File: src/rtl/adc_frame_tx.sv
// adc_frame_tx: buffered UART framer for the sigma-delta ADC sample stream.
//
// Each 12-bit sample pushed with sample_valid is queued in a small circular
// FIFO and sent as two 8-bit UART bytes on tx:
//   byte0 = {1'b1, 1'b0, s[11:6]}   (bit 7 set marks the high byte)
//   byte1 = {2'b00, s[5:0]}
// Bytes are 8N1 by default. Defining ADC_FRAME_TX_PARITY_EN inserts an even
// parity bit between the data bits and the stop bit (8E1).
//
// Ports:
//   clk          system clock, rising edge
//   rst          synchronous active-high reset
//   sample_in    12-bit filtered ADC word
//   sample_valid one-cycle push strobe
//   clr_ovf      clears the sticky overflow flag
//   tx           registered UART line, idles high
//   busy         serialiser is not idle
//   overflow     sticky, set when a push is dropped on a full FIFO
//   level        FIFO occupancy, excluding the sample being transmitted
module adc_frame_tx #(
    parameter int unsigned CLKS_PER_BIT = 16,
    parameter int unsigned DEPTH_LOG2   = 2
) (
    input  logic                  clk,
    input  logic                  rst,
    input  logic [11:0]           sample_in,
    input  logic                  sample_valid,
    input  logic                  clr_ovf,
    output logic                  tx,
    output logic                  busy,
    output logic                  overflow,
    output logic [DEPTH_LOG2:0]   level
);

    localparam int unsigned DEPTH   = 1 << DEPTH_LOG2;
    localparam int unsigned CNT_W   = (CLKS_PER_BIT > 1) ? $clog2(CLKS_PER_BIT) : 1;
    localparam int unsigned LVL_W   = DEPTH_LOG2 + 1;
    localparam int unsigned SAMPLE_W = 12;

    localparam logic [CNT_W-1:0] CNT_MAX   = CNT_W'(CLKS_PER_BIT - 1);
    localparam logic [LVL_W-1:0] LVL_FULL  = LVL_W'(DEPTH);

    typedef enum logic [2:0] {
        IDLE   = 3'd0,
        START  = 3'd1,
        DATA   = 3'd2,
`ifdef ADC_FRAME_TX_PARITY_EN
        PARITY = 3'd4,
`endif
        STOP   = 3'd3
    } state_t;

    // FIFO storage and pointers
    logic [SAMPLE_W-1:0]   mem_q [DEPTH];
    logic [DEPTH_LOG2-1:0] wr_ptr_q, wr_ptr_d;
    logic [DEPTH_LOG2-1:0] rd_ptr_q, rd_ptr_d;
    logic [LVL_W-1:0]      count_q,  count_d;

    // Serialiser state
    state_t                state_q, state_d;
    logic [CNT_W-1:0]      cnt_q,   cnt_d;
    logic [2:0]            bit_idx_q, bit_idx_d;
    logic                  byte_sel_q, byte_sel_d;
    logic [SAMPLE_W-1:0]   hold_q,  hold_d;
    logic                  tx_q,    tx_d;
    logic                  busy_q,  busy_d;
    logic                  ovf_q,   ovf_d;

    logic                  pop;
    logic                  push;
    logic                  drop;
    logic                  full;
    logic                  bit_end;
    logic [7:0]            cur_byte_d;

    // FIFO control: a push into a full FIFO is still accepted when the
    // serialiser pops in the same cycle.
    always_comb begin
        full     = (count_q == LVL_FULL);
        pop      = (state_q == IDLE) && (count_q != '0);
        push     = sample_valid && (!full || pop);
        drop     = sample_valid && full && !pop;

        wr_ptr_d = push ? wr_ptr_q + DEPTH_LOG2'(1) : wr_ptr_q;
        rd_ptr_d = pop  ? rd_ptr_q + DEPTH_LOG2'(1) : rd_ptr_q;

        unique case ({push, pop})
            2'b10:   count_d = count_q + LVL_W'(1);
            2'b01:   count_d = count_q - LVL_W'(1);
            default: count_d = count_q;
        endcase

        // Setting overflow wins over clearing it in the same cycle.
        if (drop) begin
            ovf_d = 1'b1;
        end else if (clr_ovf) begin
            ovf_d = 1'b0;
        end else begin
            ovf_d = ovf_q;
        end
    end

    // Next-state and line-level logic for the byte serialiser
    always_comb begin
        state_d    = state_q;
        bit_idx_d  = bit_idx_q;
        byte_sel_d = byte_sel_q;
        hold_d     = hold_q;
        bit_end    = (cnt_q == CNT_MAX);
        // Every state change happens on bit_end, so the wrap doubles as the
        // reload-on-entry of the bit timer.
        cnt_d      = bit_end ? '0 : cnt_q + CNT_W'(1);

        unique case (state_q)
            IDLE: begin
                cnt_d = '0;
                if (pop) begin
                    hold_d     = mem_q[rd_ptr_q];
                    byte_sel_d = 1'b0;
                    state_d    = START;
                end
            end
            START: begin
                if (bit_end) begin
                    bit_idx_d = 3'd0;
                    state_d   = DATA;
                end
            end
            DATA: begin
                if (bit_end) begin
                    if (bit_idx_q == 3'd7) begin
`ifdef ADC_FRAME_TX_PARITY_EN
                        state_d = PARITY;
`else
                        state_d = STOP;
`endif
                    end else begin
                        bit_idx_d = bit_idx_q + 3'd1;
                    end
                end
            end
`ifdef ADC_FRAME_TX_PARITY_EN
            PARITY: begin
                if (bit_end) begin
                    state_d = STOP;
                end
            end
`endif
            STOP: begin
                if (bit_end) begin
                    if (!byte_sel_q) begin
                        // Low byte follows the high byte with no idle gap.
                        byte_sel_d = 1'b1;
                        state_d    = START;
                    end else begin
                        state_d    = IDLE;
                    end
                end
            end
            default: begin
                state_d = IDLE;
            end
        endcase

        cur_byte_d = byte_sel_d ? {2'b00, hold_d[5:0]} : {2'b10, hold_d[11:6]};

        // tx is computed from the next state so the register holds the
        // level of the bit that begins on this edge.
        unique case (state_d)
            START:   tx_d = 1'b0;
            DATA:    tx_d = cur_byte_d[bit_idx_d];
`ifdef ADC_FRAME_TX_PARITY_EN
            PARITY:  tx_d = ^cur_byte_d;
`endif
            default: tx_d = 1'b1;
        endcase

        busy_d = (state_d != IDLE);
    end

    // FIFO storage; contents need no reset since count gates every read.
    always_ff @(posedge clk) begin
        if (push) begin
            mem_q[wr_ptr_q] <= sample_in;
        end
    end

    // State registers
    always_ff @(posedge clk) begin
        if (rst) begin
            wr_ptr_q   <= '0;
            rd_ptr_q   <= '0;
            count_q    <= '0;
            state_q    <= IDLE;
            cnt_q      <= '0;
            bit_idx_q  <= '0;
            byte_sel_q <= 1'b0;
            hold_q     <= '0;
            tx_q       <= 1'b1;
            busy_q     <= 1'b0;
            ovf_q      <= 1'b0;
        end else begin
            wr_ptr_q   <= wr_ptr_d;
            rd_ptr_q   <= rd_ptr_d;
            count_q    <= count_d;
            state_q    <= state_d;
            cnt_q      <= cnt_d;
            bit_idx_q  <= bit_idx_d;
            byte_sel_q <= byte_sel_d;
            hold_q     <= hold_d;
            tx_q       <= tx_d;
            busy_q     <= busy_d;
            ovf_q      <= ovf_d;
        end
    end

    assign tx       = tx_q;
    assign busy     = busy_q;
    assign overflow = ovf_q;
    assign level    = count_q;

endmodule

File: config.mk
export PLATFORM = sky130hd
export DESIGN_NAME = adc_frame_tx
export DESIGN_NICKNAME = d
export VERILOG_FILES = /design/src/rtl/adc_frame_tx.sv
export SDC_FILE = /design/constraint.sdc
export NUM_CORES = 1
export LEC_CHECK = 0
export CORE_MARGIN = 5
export CORE_UTILIZATION = 56
export DETAILED_ROUTE_END_ITERATION = 8
export GPL_TIMING_DRIVEN = 0
export PLACE_DENSITY = 0.79
export SLEW_MARGIN = 10
export SYNTH_ARGS = -nofsm -noshare
export SYNTH_HDL_FRONTEND = slang
export SYNTH_SLANG_ARGS = --single-unit
File: constraint.sdc
create_clock -name clk -period 4.4 [get_ports clk]
set_clock_uncertainty 0.1 [all_clocks]
set_input_delay 1.1 -clock clk [delete_from_list [all_inputs] [get_ports clk]]
set_output_delay 1.1 -clock clk [all_outputs]
set_load 0.01 [all_outputs]
# Word-level counts from Yosys, hierarchy flattened
# Memory sizes are Yosys's and may differ from the RTL's. A register that Yosys moved wholly into a read port is not among the register bits.
# Cells that the tools add are included.
classes:
  n_addsub: 6
  n_lt_le_gt_ge: 1
  div_mod_pow: 0
  muxes: 27
  mul: 0
  n_shift: 0
  n_eq_ne: 10
  n_reduce_logical: 13
  n_bitwise: 0
ops:
  columns: ["operator", "n"]
  rows:
  - ["2-to-1 mux 12 bit", 2]
  - ["2-to-1 mux 3 bit", 8]
  - ["case mux 3 bit (2 select lines)", 2]
  - ["case mux 3 bit (4 select lines)", 1]
  - ["== test 3 x 2 -> 1 bit (second input constant)", 3]
  - ["2-to-1 mux 1 bit", 8]
  - ["2-to-1 mux 8 bit", 1]
  - ["adder 3 x 1 -> 3 bit (second input constant)", 2]
  - ["== test 3 x 1 -> 1 bit (second input constant)", 2]
  - ["== test 3 bit (second input constant)", 2]
  - ["nonzero test 3 bit", 2]
  - ["adder 2 x 1 -> 2 bit (second input constant)", 2]
  - ["adder 4 x 1 -> 4 bit (second input constant)", 1]
  - ["== test 4 bit (second input constant)", 1]
  - ["logical AND 1 bit", 4]
  - ["less-than comparator 3 x 4 -> 1 bit (second input constant)", 1]
  - ["2-to-1 mux 2 bit", 2]
  - ["case mux 1 bit (2 select lines)", 2]
  - ["nonzero test 2 bit", 2]
  - ["binary-select mux 1 bit (select 3 bit)", 1]
  - ["zero test 3 bit", 1]
  - ["OR reduction 3 bit", 1]
  - ["subtractor 3 x 1 -> 3 bit (second input constant)", 1]
  - ["== test 2 x 1 -> 1 bit (second input constant)", 1]
  - ["3 further kinds", 4]
totals:
  mem_bits_ro: 0
  ramBits: 48
  in_bits: 16
  wordCells: 69
  regBits: 33
  latchBits: 0
  mem_count: 1
  output_inout_bits: 6
mem_list:
  columns: ["memory", "depth", "word_bits", "rd", "rd_clocked_by_memory_dff", "write_ports", "line", "source"]
  rows:
  - ["mem_q", 4, 12, 1, 1, 1, "54", "logic [SAMPLE_W-1:0] mem_q [DEPTH];"]

# Depth between registers and ports, before layout
logic_depth:
  ltp_word: 8
  mapped_depth: 11

# Worst setup path before layout
# No wires, ideal clock.
synth_timing:
  kind: "register -> register"
  startpoint: "reg state_q[0]"
  endpoint: "reg count_q[2], in the netlist level[2]"
  synth_period_minus_slack_ps: 2918
  arrival_time_ps: 2748
  path_slack_ps: 1482
  setup_ps: 70
  path_stages_with_launch: 12
  cell_sequence: "dfxtp_1 buf_2 nor3_1 or4b_2 and2_1 inv_1 ha_1 inv_1 fa_1 xor2_1 or3_1 a21oi_1"
synth_via:
  elab_chain_len: 6
  word_cells_on_any_way: 8
  cone_classes: "eq/ne: 2; mux: 1; reduce/logical: 5"
synth_lines:
  columns: ["element", "line", "source"]
  rows:
  - ["start: declaration", "60", "state_t state_q, state_d;"]
  - ["start signal: assignment", "206", "state_q <= state_d;"]
  - ["zero test 3 bit (*)", "80", "pop = (state_q == IDLE) && (count_q != '0);"]
  - ["logical AND 1 bit (*)", "80", null]
  - ["logical OR 1 bit", "81", "push = sample_valid && (!full || pop);"]
  - ["logical AND 1 bit", "81", null]
  - ["== test 2 x 1 -> 1 bit or == test 2 bit (tied branches)", "87", "unique case ({push, pop})"]
  - ["case mux 3 bit (2 select lines) or nonzero test 2 bit (tied branches)", null, null]
  - ["end signal: assignment", "205", "count_q <= count_d;"]
  - ["end: declaration", "57", "logic [LVL_W-1:0] count_q, count_d;"]
# Mark *: on every way between the ends. The rest lies on a longest branch, timed or not.
# A chain may end at the register's enable or synchronous reset.

# Worst setup path in the final report
layout_timing:
  startpoint: "reg state_q[0]"
  endpoint: "reg count_q[2], in the netlist level[2]"
layout_via:
  elab_chain_len: 6
  word_cells_on_any_way: 8
  cone_classes: "eq/ne: 2; mux: 1; reduce/logical: 5"
layout_lines:
  columns: ["element", "line", "source"]
  rows:
  - ["zero test 3 bit (*)", "80", null]
  - ["logical AND 1 bit (*)", "80", null]
  - ["via pop", "69", "logic pop;"]
  - ["logical OR 1 bit", "81", null]
  - ["logical AND 1 bit", "81", null]
  - ["== test 2 x 1 -> 1 bit or == test 2 bit (tied branches)", "87", null]
  - ["case mux 3 bit (2 select lines) or nonzero test 2 bit (tied branches)", null, null]
# The timed path passes the listed nets; every way through them passes the cells marked *.

==> out/results.txt <==
Avg WL per Cell: 15.5 um
number of I/O pins: 22
combinational power share: 21.2%
fin util: 65.9%
R2R cell count: 11
status: complete, no violations
Seq pwr share: 51.0%
Num CTS Buffers: 9
power share of the clock group: 27.9%
die area: 7790 um^2
vias: 1995
min cycle time layout: 3300 ps
FMAX: 303 MHz
fin crit share: 75.1%
Setup Buffers After CTS: 0
DR vias/cell: 5.47
reg-to-reg slack, setup: 1100 ps
H-Tree Depth: 3
Post-Syn Area: 3430 um^2
CTS root buf: clkbuf_8
Power Dens Cells: 480 nW/um^2
Overflow after GRT: 0
worst path required time: 4580 ps
CP endpoint: level[2]$_SDFFE_PP0P_
Mapped Nets: 277
Switch Pwr: 0.000526 W
post-synthesis sequential area ratio: 62.4%
Peak VDD IR: 0.310 mV
Internal Pwr Total: 0.00136 W
synthesis-stage register bit count: 83
Worst Setup End Kind: register
# rows: 28
clk slew on worst S/H paths: 80 ps
number of synthesized flops with an enable pin: 48
final setup TNS: 0 ps
Critical Path Source Type: register
n_diodes: 0
Final Hold Vio Count: 0
Sw Share: 27.9%
Crit Path Category: reg -> reg
Tightest Pin Transition: 684 ps
IO buf count: 21
Final Max Tran Viols: 0
Layout Nets: 309
die height: 88.3 um
Post-synth top flop: edfxtp_1
Reg-to-Reg End: level[2]$_SDFFE_PP0P_
cells after synthesis: 253
Area Growth Syn to Fin: 14.4%
share of layout cells above drive strength 1: 14.8%
DR iter-0 viols: 103
# DRC: 0
post-cts resize count: 0
slew margin rel.: 54.4%
CP max FO: 10
Max-cap violations: 0
cts hold-fix bufs: 0
YS warnings: 0
Routed Antenna Nets: 0
core area: 5960 um^2
final WL: 5.65 mm
Worst Setup SP: state_q[0]$_SDFF_PP0_
Worst Hold Class: reg -> reg
Final setup viols: 0
LEAKAGE: 1.36 nW
Synth async-reset ratio: 0%
vias in the first global route: 2000
global-route wire length before repair: 9.50 mm
initial core utilization: 57.6%
Avg Cell Area, Syn: 13.6 um^2
worst reg2reg startpoint: state_q[0]$_SDFF_PP0_
Tot GR Track Use: 16.6%
arrival time worst endpoint: 3490 ps
antenna violations before repair: 0
RSZ-0062 raised after global routing: no
clock tree sinks: 83
largest net degree at the start of global routing: 15
clk_lat worst skew: 350 ps
count of cell types in the netlist: 52
gpl congestion: 0.734
Die W: 88.3 um
total chip power: 0.00189 W
CTS tree: done
HPWL after DPL: 3.96 mm
router iterations before antenna repair: 4
CTS Buffer Depth: 2
## cells by family (layout without fill, tap and decap cells)
group / Yosys count / count (layout) / share of synthesized area, %
flip-flops: 83 / 83 / 62.4
AND/OR/NAND/NOR: 70 / 70 / 9.33
AO/OA/AOI/OAI: 43 / 43 / 9.41
multiplexers: 20 / 20 / 10.8
buffers and inverters: 20 / 57 / 2.77
adder cells (fa/ha/maj): 8 / 8 / 3.14
XOR/XNOR: 8 / 8 / 2.04
other: 1 / 1 / 0.109
## Yosys cell counts (2+ instances only)
library cell / count / share of area, %
xor2_1: 4 / 1.0
o21ai_0: 5 / 0.73
mux2_2: 3 / 0.98
buf_4: 3 / 0.66
nor2_1: 19 / 2.1
nor2b_1: 3 / 0.55
edfxtp_1: 48 / 42
a211oi_1: 3 / 0.66
nand3_1: 2 / 0.29
o311a_1: 2 / 0.58
dfxtp_1: 35 / 20
buf_1: 2 / 0.22
clkbuf_1: 3 / 0.33
a21oi_1: 17 / 2.5
xnor2_1: 4 / 1.0
nand2_1: 28 / 3.1
mux2i_1: 4 / 1.2
nor3_1: 5 / 0.73
and3_1: 5 / 0.91
inv_1: 9 / 0.98
ha_1: 7 / 2.6
mux4_2: 12 / 7.9
## layout by cell type, fill, tap and decap left out, drive strengths merged, types with 4 or more instances in the layout
master         Yosys  final
a21oi             17     17
and3               5      5
buf                7      7
clkbuf             3     12
clkdlybuf4s50      0     21
dfxtp             35     35
edfxtp            48     48
ha                 7      7
inv               10     11
mux2i              4      4
mux4              13     13
nand2             28     28
nor2              19     19
nor3               5      5
o21ai              5      5
xnor2              4      4
xor2               4      4
## worst min path at each step
stage | slack [ps] | start | cells past startpoint | to
2_1_floorplan | 320 | cnt_q[0]$_SDFF_PP0_ | 1 | cnt_q[0]$_SDFF_PP0_
3_3_place_gp | 330 | cnt_q[0]$_SDFF_PP0_ | 1 | cnt_q[0]$_SDFF_PP0_
3_5_place_dp | 350 | hold_q[6]$_SDFF_PP0_ | 2 | hold_q[6]$_SDFF_PP0_
4_1_cts | 360 | hold_q[6]$_SDFF_PP0_ | 2 | hold_q[6]$_SDFF_PP0_
5_1_grt | 380 | hold_q[9]$_SDFF_PP0_ | 2 | hold_q[9]$_SDFF_PP0_
6_report | 350 | cnt_q[0]$_SDFF_PP0_ | 1 | cnt_q[0]$_SDFF_PP0_
## cell type report
class | count | area (um^2)
buffer | 10 | 57.6
clock buffer | 9 | 124
clock inverter | 7 | 67.6
fill | 455 | 2030
inverter | 10 | 37.5
multi-input combinational | 150 | 1190
sequential | 83 | 2140
tap | 75 | 93.8
timing repair buffer | 21 | 210
## routing by layer
metal  routed length, um  GRT usage [%]  part of all wire (%)
met2                2750           27.1                    49
met5                   0              0                     0
met1                2570           20.8                    45
met4                 110           8.93                   1.9
met3                 224           3.45                   4.0
## power groups by stage
stage,logic [W],registers (W),clock network [W]
final,0.000399,0.000962,0.000526
after global routing,0.000450,0.000972,0.000567
after CTS,0.000405,0.000963,0.000537
after detailed placement,0.000404,0.000981,0
after global placement,0.000394,0.000976,0
after floorplan,0.000285,0.000975,0
## metrics by stage
stage	hold slack [ps]	instances	instance area (um^2)	worst slack [ps]
CTS	359	365	3930	1060
detailed placement	348	349	3740	1090
finish	355	365	3930	1100
global route	376	365	3930	774
floorplan	317	253	3430	1480
global placement	333	349	3740	1170
## sequential cells by signal, summed over array words and instances, names as in the netlist, named ones only
name,flops
bit_idx_q,3
busy,1
byte_sel_q,1
cnt_q,4
hold_q,12
level,3
mem_q,48
overflow,1
rd_ptr_q,2
state_q,3
tx,1
wr_ptr_q,2
## critical path: stages (launching register included)
cell and delay (ps):
dfxtp_1 350, buf_2 190, nor3_1 400, o31ai_2 260
inv_2 200, buf_1 400, ha_1 270, inv_1 60
fa_1 380, xor2_1 160, or3_1 310, a21oi_1 150
(Power assumes the default switching activity.)
